**src/rtl/btn_pkg.sv**
```systemverilog
// rtl/btn_pkg.sv - shared FSM state type and press counter width for button_press_pulse
package btn_pkg;

  typedef enum logic [1:0] {
    IDLE,
    PRESS_WAIT,
    HELD,
    RELEASE_WAIT
  } btn_state_t;

  localparam int PRESS_CNT_W = 8;

endpackage

```
**src/rtl/button_press_pulse_if.sv**
```systemverilog
// rtl/button_press_pulse_if.sv - button level in, press/held out; press_count only with BTN_PRESS_CNT_EN
interface button_press_pulse_if;
  import btn_pkg::*;

  logic btn_sync;
  logic press;
  logic held;
`ifdef BTN_PRESS_CNT_EN
  logic [PRESS_CNT_W-1:0] press_count;
`endif

`ifdef BTN_PRESS_CNT_EN
  modport master (input btn_sync, output press, output held, output press_count);
  modport slave  (output btn_sync, input press, input held, input press_count);
`else
  modport master (input btn_sync, output press, output held);
  modport slave  (output btn_sync, input press, input held);
`endif

endinterface

```
**src/rtl/button_press_pulse_debounce_counter.sv**
```systemverilog
// rtl/button_press_pulse_debounce_counter.sv - clearable/loadable up-counter flagging the last sample before terminal count
module debounce_counter #(
  parameter int unsigned DEBOUNCE_CYCLES = 4
) (
  input  logic clk,
  input  logic reset,
  input  logic clear,
  input  logic load,
  input  logic inc,
  output logic at_last
);

  localparam int CW = $clog2(DEBOUNCE_CYCLES + 1);
  localparam logic [CW-1:0] LAST = CW'(DEBOUNCE_CYCLES - 1);

  logic [CW-1:0] count;

  always_ff @(posedge clk) begin
    if (reset || clear) begin
      count <= '0;
    end else if (load) begin
      count <= CW'(1);
    end else if (inc) begin
      count <= count + CW'(1);
    end
  end

  // True when the sample about to be taken is the N-th consecutive one
  assign at_last = (count == LAST);

endmodule

```
**src/rtl/button_press_pulse.sv**
```systemverilog
// rtl/button_press_pulse.sv - debounced held level and single-cycle press pulse; BTN_PRESS_CNT_EN adds press_count
module button_press_pulse
  import btn_pkg::*;
#(
  parameter int unsigned DEBOUNCE_CYCLES = 4,
  parameter bit          ACTIVE_LOW      = 1'b1
) (
  input logic                  clk,
  input logic                  reset,
  button_press_pulse_if.master bus
);

  localparam bit SINGLE = (DEBOUNCE_CYCLES == 1);

  btn_state_t state;
  logic       pressed;
  logic       press_q;
  logic       held_q;
  logic       cnt_clear;
  logic       cnt_load;
  logic       cnt_inc;
  logic       at_last;
  logic       fire;

  assign pressed = bus.btn_sync ^ ACTIVE_LOW;

  // Edge on which a press is accepted; drives both the pulse and the optional counter
  assign fire = pressed && (((state == IDLE) && SINGLE) || ((state == PRESS_WAIT) && at_last));

  always_comb begin
    cnt_clear = 1'b0;
    cnt_load  = 1'b0;
    cnt_inc   = 1'b0;
    case (state)
      IDLE: begin
        cnt_load  = pressed;
        cnt_clear = !pressed;
      end
      PRESS_WAIT: begin
        cnt_clear = !pressed || at_last;
        cnt_inc   = pressed && !at_last;
      end
      HELD: begin
        cnt_load  = !pressed;
        cnt_clear = pressed;
      end
      RELEASE_WAIT: begin
        cnt_clear = pressed || at_last;
        cnt_inc   = !pressed && !at_last;
      end
      default: cnt_clear = 1'b1;
    endcase
  end

  debounce_counter #(
    .DEBOUNCE_CYCLES(DEBOUNCE_CYCLES)
  ) u_counter (
    .clk    (clk),
    .reset  (reset),
    .clear  (cnt_clear),
    .load   (cnt_load),
    .inc    (cnt_inc),
    .at_last(at_last)
  );

  always_ff @(posedge clk) begin
    if (reset) begin
      state   <= IDLE;
      press_q <= 1'b0;
      held_q  <= 1'b0;
    end else begin
      press_q <= fire;
      if (fire) held_q <= 1'b1;
      case (state)
        IDLE: begin
          if (pressed) state <= SINGLE ? HELD : PRESS_WAIT;
        end
        PRESS_WAIT: begin
          if (!pressed) state <= IDLE;
          else if (at_last) state <= HELD;
        end
        HELD: begin
          if (!pressed) begin
            if (SINGLE) begin
              state  <= IDLE;
              held_q <= 1'b0;
            end else begin
              state <= RELEASE_WAIT;
            end
          end
        end
        RELEASE_WAIT: begin
          // A bounce back to pressed keeps held without a new pulse
          if (pressed) begin
            state <= HELD;
          end else if (at_last) begin
            state  <= IDLE;
            held_q <= 1'b0;
          end
        end
        default: state <= IDLE;
      endcase
    end
  end

  assign bus.press = press_q;
  assign bus.held  = held_q;

`ifdef BTN_PRESS_CNT_EN
  logic [PRESS_CNT_W-1:0] press_count_q;

  always_ff @(posedge clk) begin
    if (reset) begin
      press_count_q <= '0;
    end else if (fire && (press_count_q != {PRESS_CNT_W{1'b1}})) begin
      press_count_q <= press_count_q + PRESS_CNT_W'(1);
    end
  end

  assign bus.press_count = press_count_q;
`endif

endmodule

```
**src/flat_wrapper.sv**
```systemverilog
// flat-port wrapper written by rule: the top's interface ports become plain ports
module button_press_pulse_flat import btn_pkg::*;
#(
  parameter int unsigned DEBOUNCE_CYCLES = 4,
  parameter bit          ACTIVE_LOW      = 1'b1
)
  (clk, reset, bus_btn_sync, bus_press, bus_held);
  button_press_pulse_if bus_i ();
  input logic clk;
  input logic reset;
  input wire logic [$bits(bus_i.btn_sync)-1:0] bus_btn_sync;
  output wire logic [$bits(bus_i.press)-1:0] bus_press;
  output wire logic [$bits(bus_i.held)-1:0] bus_held;
  assign bus_i.btn_sync = bus_btn_sync;
  assign bus_press = bus_i.press;
  assign bus_held = bus_i.held;
  button_press_pulse #(.DEBOUNCE_CYCLES(DEBOUNCE_CYCLES), .ACTIVE_LOW(ACTIVE_LOW)) u_core (.clk(clk), .reset(reset), .bus(bus_i));
endmodule
```
**config.mk**
```make
export PLATFORM = sky130hd
export DESIGN_NAME = button_press_pulse_flat
export DESIGN_NICKNAME = d
export VERILOG_FILES = /design/src/rtl/btn_pkg.sv /design/src/rtl/button_press_pulse_if.sv /design/src/rtl/button_press_pulse_debounce_counter.sv /design/src/rtl/button_press_pulse.sv /design/src/flat_wrapper.sv
export SDC_FILE = /design/constraint.sdc
export NUM_CORES = 1
export LEC_CHECK = 0
export CORE_AREA = 5 5 42 44
export CTS_CLUSTER_DIAMETER = 100
export DETAILED_ROUTE_END_ITERATION = 16
export DIE_AREA = 0 0 47 49
export DONT_BUFFER_PORTS = 1
export SLEW_MARGIN = 10
export SYNTH_ARGS = -nofsm -noshare
export SYNTH_HDL_FRONTEND = slang
export SYNTH_SLANG_ARGS = --single-unit
```
**constraint.sdc**
```tcl
create_clock -name clk -period 1.6 [get_ports clk]
set_input_delay 0.32 -clock clk [delete_from_list [all_inputs] [get_ports clk]]
set_output_delay 0.32 -clock clk [all_outputs]
set_load 0.005 [all_outputs]
```
==> results of run 1 <==
## routing by layer
metal / wire length (um) / track usage (%) / vias up
met5: 0 / 0 / -
met4: 0 / 5.53 / 0
met3: 37 / 3.32 / 0
met2: 186 / 5.20 / 4
met1: 200 / 6.37 / 84
li1: - / - / 101
## critical path, stage by stage (launching register included)
cell and delay, ps:
dfxtp_1 310, ha_1 190, ha_1 260, nand2b_1 200
nor4b_2 200
## per-stage QoR
stage                     hold slack [ps]  utilization [%]
final                                 144             23.3
after global routing                  132             23.3
after CTS                             137             23.3
after detailed placement              394             21.4
after global placement                394             21.4
after floorplan                       389                -
## layout by cell type (no fill, tap or decap)
master / synthesis / layout
a211oi_1: 1 / 1
a21bo_2: 2 / 2
a21oi_1: 1 / 1
a311oi_1: 1 / 1
a31oi_1: 1 / 1
clkbuf_1: 0 / 1
clkbuf_4: 0 / 3
dfxtp_1: 7 / 7
ha_1: 2 / 2
inv_1: 1 / 1
nand2b_1: 1 / 1
nand4bb_1: 1 / 1
nor2_1: 1 / 1
nor3_1: 1 / 1
nor4_1: 1 / 1
nor4b_2: 1 / 1
o21a_1: 1 / 1
xor2_1: 1 / 1
## final timing paths
path	depth (start not counted)	from	endpoint	slack, ps
max	4	u_core.u_counter.count[0]$_SDFFE_PP0P_	u_core.u_counter.count[1]$_SDFFE_PP0P_	360
min	1	reset	u_core.u_counter.count[1]$_SDFFE_PP0P_	140
max reg2reg	4	u_core.u_counter.count[0]$_SDFFE_PP0P_	u_core.u_counter.count[1]$_SDFFE_PP0P_	360
min reg2reg	2	u_core.u_counter.count[0]$_SDFFE_PP0P_	u_core.u_counter.count[0]$_SDFFE_PP0P_	540
## area by class of cell
class,count,area [um2]
Clock buffer,4,26.3
Fill cell,161,1070
Inverter,1,3.75
Multi-Input combinational cell,16,136
Sequential cell,7,140
Tap cell,16,20.0
## cell families (layout without fill, tap and decap cells)
logic type / Yosys count / after routing / synth area share (%)
compound gates: 7 / 7 / 19.6
xor+xnor: 1 / 1 / 3.13
fa+ha+maj: 2 / 2 / 8.93
buf+inv: 1 / 5 / 1.34
flops: 7 / 7 / 50.0
simple gates: 6 / 6 / 17.0
## report_power, final
group,internal (uW),switching (uW)
Clock,94.6,57.1
Combinational,10.1,5.66
Sequential,180,5.40
Total,285,68.1
==> flow_metrics.py, run 1 <==
metrics = {
    "grt": {
        "grt_pass1_vias": 180,
        "track_usage_pct": 5.14,
        "grt_max_degree": 8,
        "grt_overflow": 0,
        "antenna_found_initial": 0,
        "grt_pass1_wl_um": 814,
    },
    "finish": {
        "drive_above_1_share_pct": 21.4,
        "antenna_cells": 0,
        "fin_nets": 34,
        "syn_to_final_growth_pct": 16.5,
        "final_area_um2": 327,
        "fin_cells": 44,
    },
    "sta": {
        "hold_viol_final": 0,
        "finClkSkew_ps": 0.824,
        "fmax_ghz": 0.803,
        "drv_slew": 0,
        "rsz0062_at_grt": "no",
        "finalCritPeriodShare_pct": 77.8,
        "fin_tns_setup_ps": 0,
        "fin_crit_ps": 1240,
        "finalSetupViolCount": 0,
        "slew_headroom_pct": 75.2,
        "worst_pin_slew_ps": 370,
        "setup_slack_ps": 355,
    },
    "worst_setup_path": {
        "cp-start-kind": "register",
        "critPathMaxFanout": 7,
        "cp_data_arrival_time_ps": 1400,
        "critPathKind": "reg2reg",
        "cp.required_ps": 1760,
        "end_kind": "register",
    },
    "hold_path": {
        "min_path_type": "in2reg",
    },
    "detailed_routing": {
        "wl_per_cell_um": 9.64,
        "drt-initial-drc-count": 1,
        "dr.pass1.iters": 3,
        "vias_per_cell": 4.30,
        "remaining_drc_errors": 0,
        "wirelength_um": 424,
        "antenna_left": 0,
        "vias": 189,
    },
    "placed_design": {
        "post-place-cells": 40,
        "hpwl_um": 329,
        "postPlaceCellArea_um2": 300,
        "numPortBuffers": 0,
        "dp_slack_ps": 357,
        "gp_congestion": 0.672,
    },
    "yosys": {
        "syn_area_per_cell_um2": 11.7,
        "yosys.area.top_type_share_pct": 50.0,
        "synth_seq_cells": 7,
        "synth_most_common_cell": "dfxtp_1",
        "synth_seq_area_share_pct": 50.0,
        "async_flop_share_pct": 0,
        "synth_nets": 29,
        "syn_area_um2": 280,
        "synth_area_leader_cell": "dfxtp_1",
        "synthTopCellsByArea": "dfxtp_1, ha_1, a21bo_2, nor4b_2, nand4bb_1",
        "synthCells": 24,
        "synthTopCellsByCount": "dfxtp_1, a21bo_2, ha_1",
        "synthFlopType": "dfxtp_1",
        "synth.distinct_cells": 16,
        "synth_edf_count": 0,
        "synth_warnings": 0,
    },
    "clock_network": {
        "clockRootBuffer": "clkbuf_4",
        "cts_tree": "done",
        "cts_setup_buffers": 0,
        "cts_hold_buf": 0,
        "clock_path_buffers": 2,
        "clkSinkCount": 7,
        "cts.clk_slew.worst_paths_ps": 50,
        "cts_resized": 0,
        "cts_made_buffers": 3,
        "insertion_delay_ps": 240,
        "cts-htree-levels": 1,
    },
    "pwr": {
        "power.density_nw_per_um2": 1080,
        "leakage_uw": 0.000119,
        "finalPower_uw": 353,
        "worst_ir_drop_vdd_mv": 0.408,
    },
    "die": {
        "pin_count": 5,
        "die_area_um2": 2300,
        "fp.dieW_um": 47,
        "fp.coreArea_um2": 1400,
        "start_util_pct": 20.0,
        "rows": 14,
        "dieHeight_um": 49,
    },
    "outcome": {
        "status": "completed",
    },
    "job": {
        "maxCapViolCount": 0,
    },
}
Power figures use the tool's default switching activity.
==> run 2, diff against run 1 <==
ABC_AREA = 1   (was unset)
clock period = 1.1 ns   (was 1.6 ns; I/O delays follow)
==> flow_metrics.py, run 2 <==
metrics = {
    "worst_setup_path": {
        "cp.required_ps": 1280,
        "end_kind": "register",
        "critPathKind": "reg2reg",
        "critPathMaxFanout": 8,
        "r2r_setup_slack_ps": 40,
        "cp-start-kind": "register",
        "cp_data_arrival_time_ps": 1240,
    },
    "yosys": {
        "synth.distinct_cells": 17,
        "synthTopCellsByCount": "nand2_1, dfxtp_1, inv_1",
        "syn_area_per_cell_um2": 7.53,
        "synthFlopType": "dfxtp_1",
        "synth_nets": 56,
        "synthCells": 51,
        "synth_most_common_cell": "nand2_1",
        "async_flop_share_pct": 0,
        "synth_edf_count": 0,
        "syn_area_um2": 384,
        "synth_area_leader_cell": "dfxtp_1",
        "yosys.area.top_type_share_pct": 36.5,
        "synth_seq_area_share_pct": 36.5,
        "synth_warnings": 0,
        "synth_seq_cells": 7,
        "synthTopCellsByArea": "dfxtp_1, nand2_1, ha_1, nand2_2, inv_1",
    },
    "sta": {
        "drv_slew": 0,
        "worst_pin_slew_ps": 200,
        "rsz0062_at_grt": "yes",
        "finalSetupViolCount": 0,
        "finClkSkew_ps": 0.0593,
        "hold_viol_final": 0,
        "fin_crit_ps": 1060,
        "setup_slack_ps": 39.9,
        "finalCritPeriodShare_pct": 96.4,
        "slew_headroom_pct": 86.5,
        "fmax_ghz": 0.943,
    },
    "die": {
        "fp.coreArea_um2": 1400,
        "fp.dieW_um": 47,
        "start_util_pct": 27.4,
        "pin_count": 5,
        "dieHeight_um": 49,
        "die_area_um2": 2300,
        "rows": 14,
    },
    "clock_network": {
        "cts_made_buffers": 3,
        "clockRootBuffer": "clkbuf_4",
        "cts.clk_slew.worst_paths_ps": 50,
        "clock_path_buffers": 2,
        "cts_tree": "done",
        "clkSinkCount": 7,
        "cts_hold_buf": 0,
        "cts-htree-levels": 1,
        "insertion_delay_ps": 250,
        "cts_setup_buffers": 0,
    },
    "detailed_routing": {
        "vias": 325,
        "vias_per_cell": 4.51,
        "wl_per_cell_um": 9.51,
        "remaining_drc_errors": 0,
        "dr.pass1.iters": 5,
        "drt-initial-drc-count": 4,
        "wirelength_um": 685,
        "antenna_left": 0,
    },
    "grt": {
        "grt_overflow": 0,
        "grt_pass1_vias": 297,
        "track_usage_pct": 7.61,
        "grt_max_degree": 9,
        "grt_pass1_wl_um": 1260,
        "antenna_found_initial": 0,
    },
    "job": {
        "maxCapViolCount": 0,
    },
    "finish": {
        "fin_cells": 72,
        "drive_above_1_share_pct": 42.9,
        "layout_commonest_cell": "nand2_1",
        "syn_to_final_growth_pct": 24.1,
        "fin_nets": 62,
        "final_cell_mix": "nand2_1, inv_1, nand2_2",
        "antenna_cells": 0,
        "n_fill_cell": 156,
    },
    "placed_design": {
        "dp_slack_ps": -69.1,
        "hpwl_um": 527,
        "gp_congestion": 0.765,
        "numPortBuffers": 0,
        "post-place-cells": 68,
    },
    "outcome": {
        "status": "completed",
    },
    "pwr": {
        "power.density_nw_per_um2": 1210,
        "worst_ir_drop_vdd_mv": 0.710,
        "leakage_uw": 0.000178,
    },
    "hold_path": {
        "min_path_type": "in2reg",
    },
}
==> run 2: cell types whose count changed after synthesis, sizes merged, moves of 2 or more <==
cell   before  now
a21bo       2    0
a21oi       1    4
inv         1    8
nand2       0   14
nand3       0    4
nor2        1    4
o21ai       0    3
==> run 2: final cells by class <==
type	count	area [um2]	area share (%)
multi-input combinational	35	235	49.3
tap	16	20.0	4.20
clock buffer	4	26.3	5.51
sequential	7	145	30.4
inverter	8	35.0	7.35
timing repair buffer	2	15.0	3.15
==> run 2: final timing paths <==
check / cells after the start / endpoint / startpoint
worst min-delay path: 1 / register / reset
worst max register to register: 7 / register / u_core.u_counter.count[0]$_SDFFE_PP0P_
worst max-delay path: 7 / register / u_core.u_counter.count[0]$_SDFFE_PP0P_
worst min register to register: 2 / u_core.u_counter.count[2]$_SDFFE_PP0P_ / u_core.u_counter.count[2]$_SDFFE_PP0P_
==> run 2: kinds of logic after synthesis <==
kind of cell	Yosys count	synth area share [%]
AOI/OAI and AO/OA	8	13.4
buffers and inverters	9	10.7
adders and majority gates	2	6.51
DFF	7	36.5
and+or+nand+nor	25	32.9
==> run 2: worst max-delay path, cell delays in order (launching register included) <==
cell and delay [ps]:
dfxtp_2 330, ha_4 160, ha_4 160, inv_6 70, nand2_2 50, nand2_1 50, nand2_1 50, a21oi_2 110
==> run 2: metrics by stage <==
| stage | instance area (um2) | total power (uW) | TNS, ps | hold WS, ps | util, % |
|---|---|---|---|---|---|
| 2_1_floorplan | 384 | 329 | 0 | 282 | - |
| 3_3_place_gp | 408 | 335 | -217 | 286 | 29.1 |
| 3_5_place_dp | 408 | 337 | -250 | 287 | 29.1 |
| 4_1_cts | 467 | 585 | 0 | 15.7 | 33.3 |
| 5_1_grt | 477 | 613 | -4.33 | 0.749 | 34.0 |
| 6_report | 477 | 576 | 0 | 16.6 | 34.0 |
==> run 2: metal layers <==
layer / vias to the layer above / track usage, % / routed length [um]
met4: 0 / 2.76 / 9
met2: 8 / 9.73 / 301
met1: 140 / 9.25 / 309
li1: 175 / - / -
met5: - / 0 / 0
met3: 2 / 6.27 / 66
==> run 2: power by group <==
part,internal [uW],switching [uW]
clock network,139,99.1
logic,25.8,35.7
registers,264,12.7
==> run 2: what timing repair did <==
item | in CTS | in global routing
setup endpoints to repair | 7 | 6
gates resized for setup | 8 | 5
pin swaps | 2 | 1
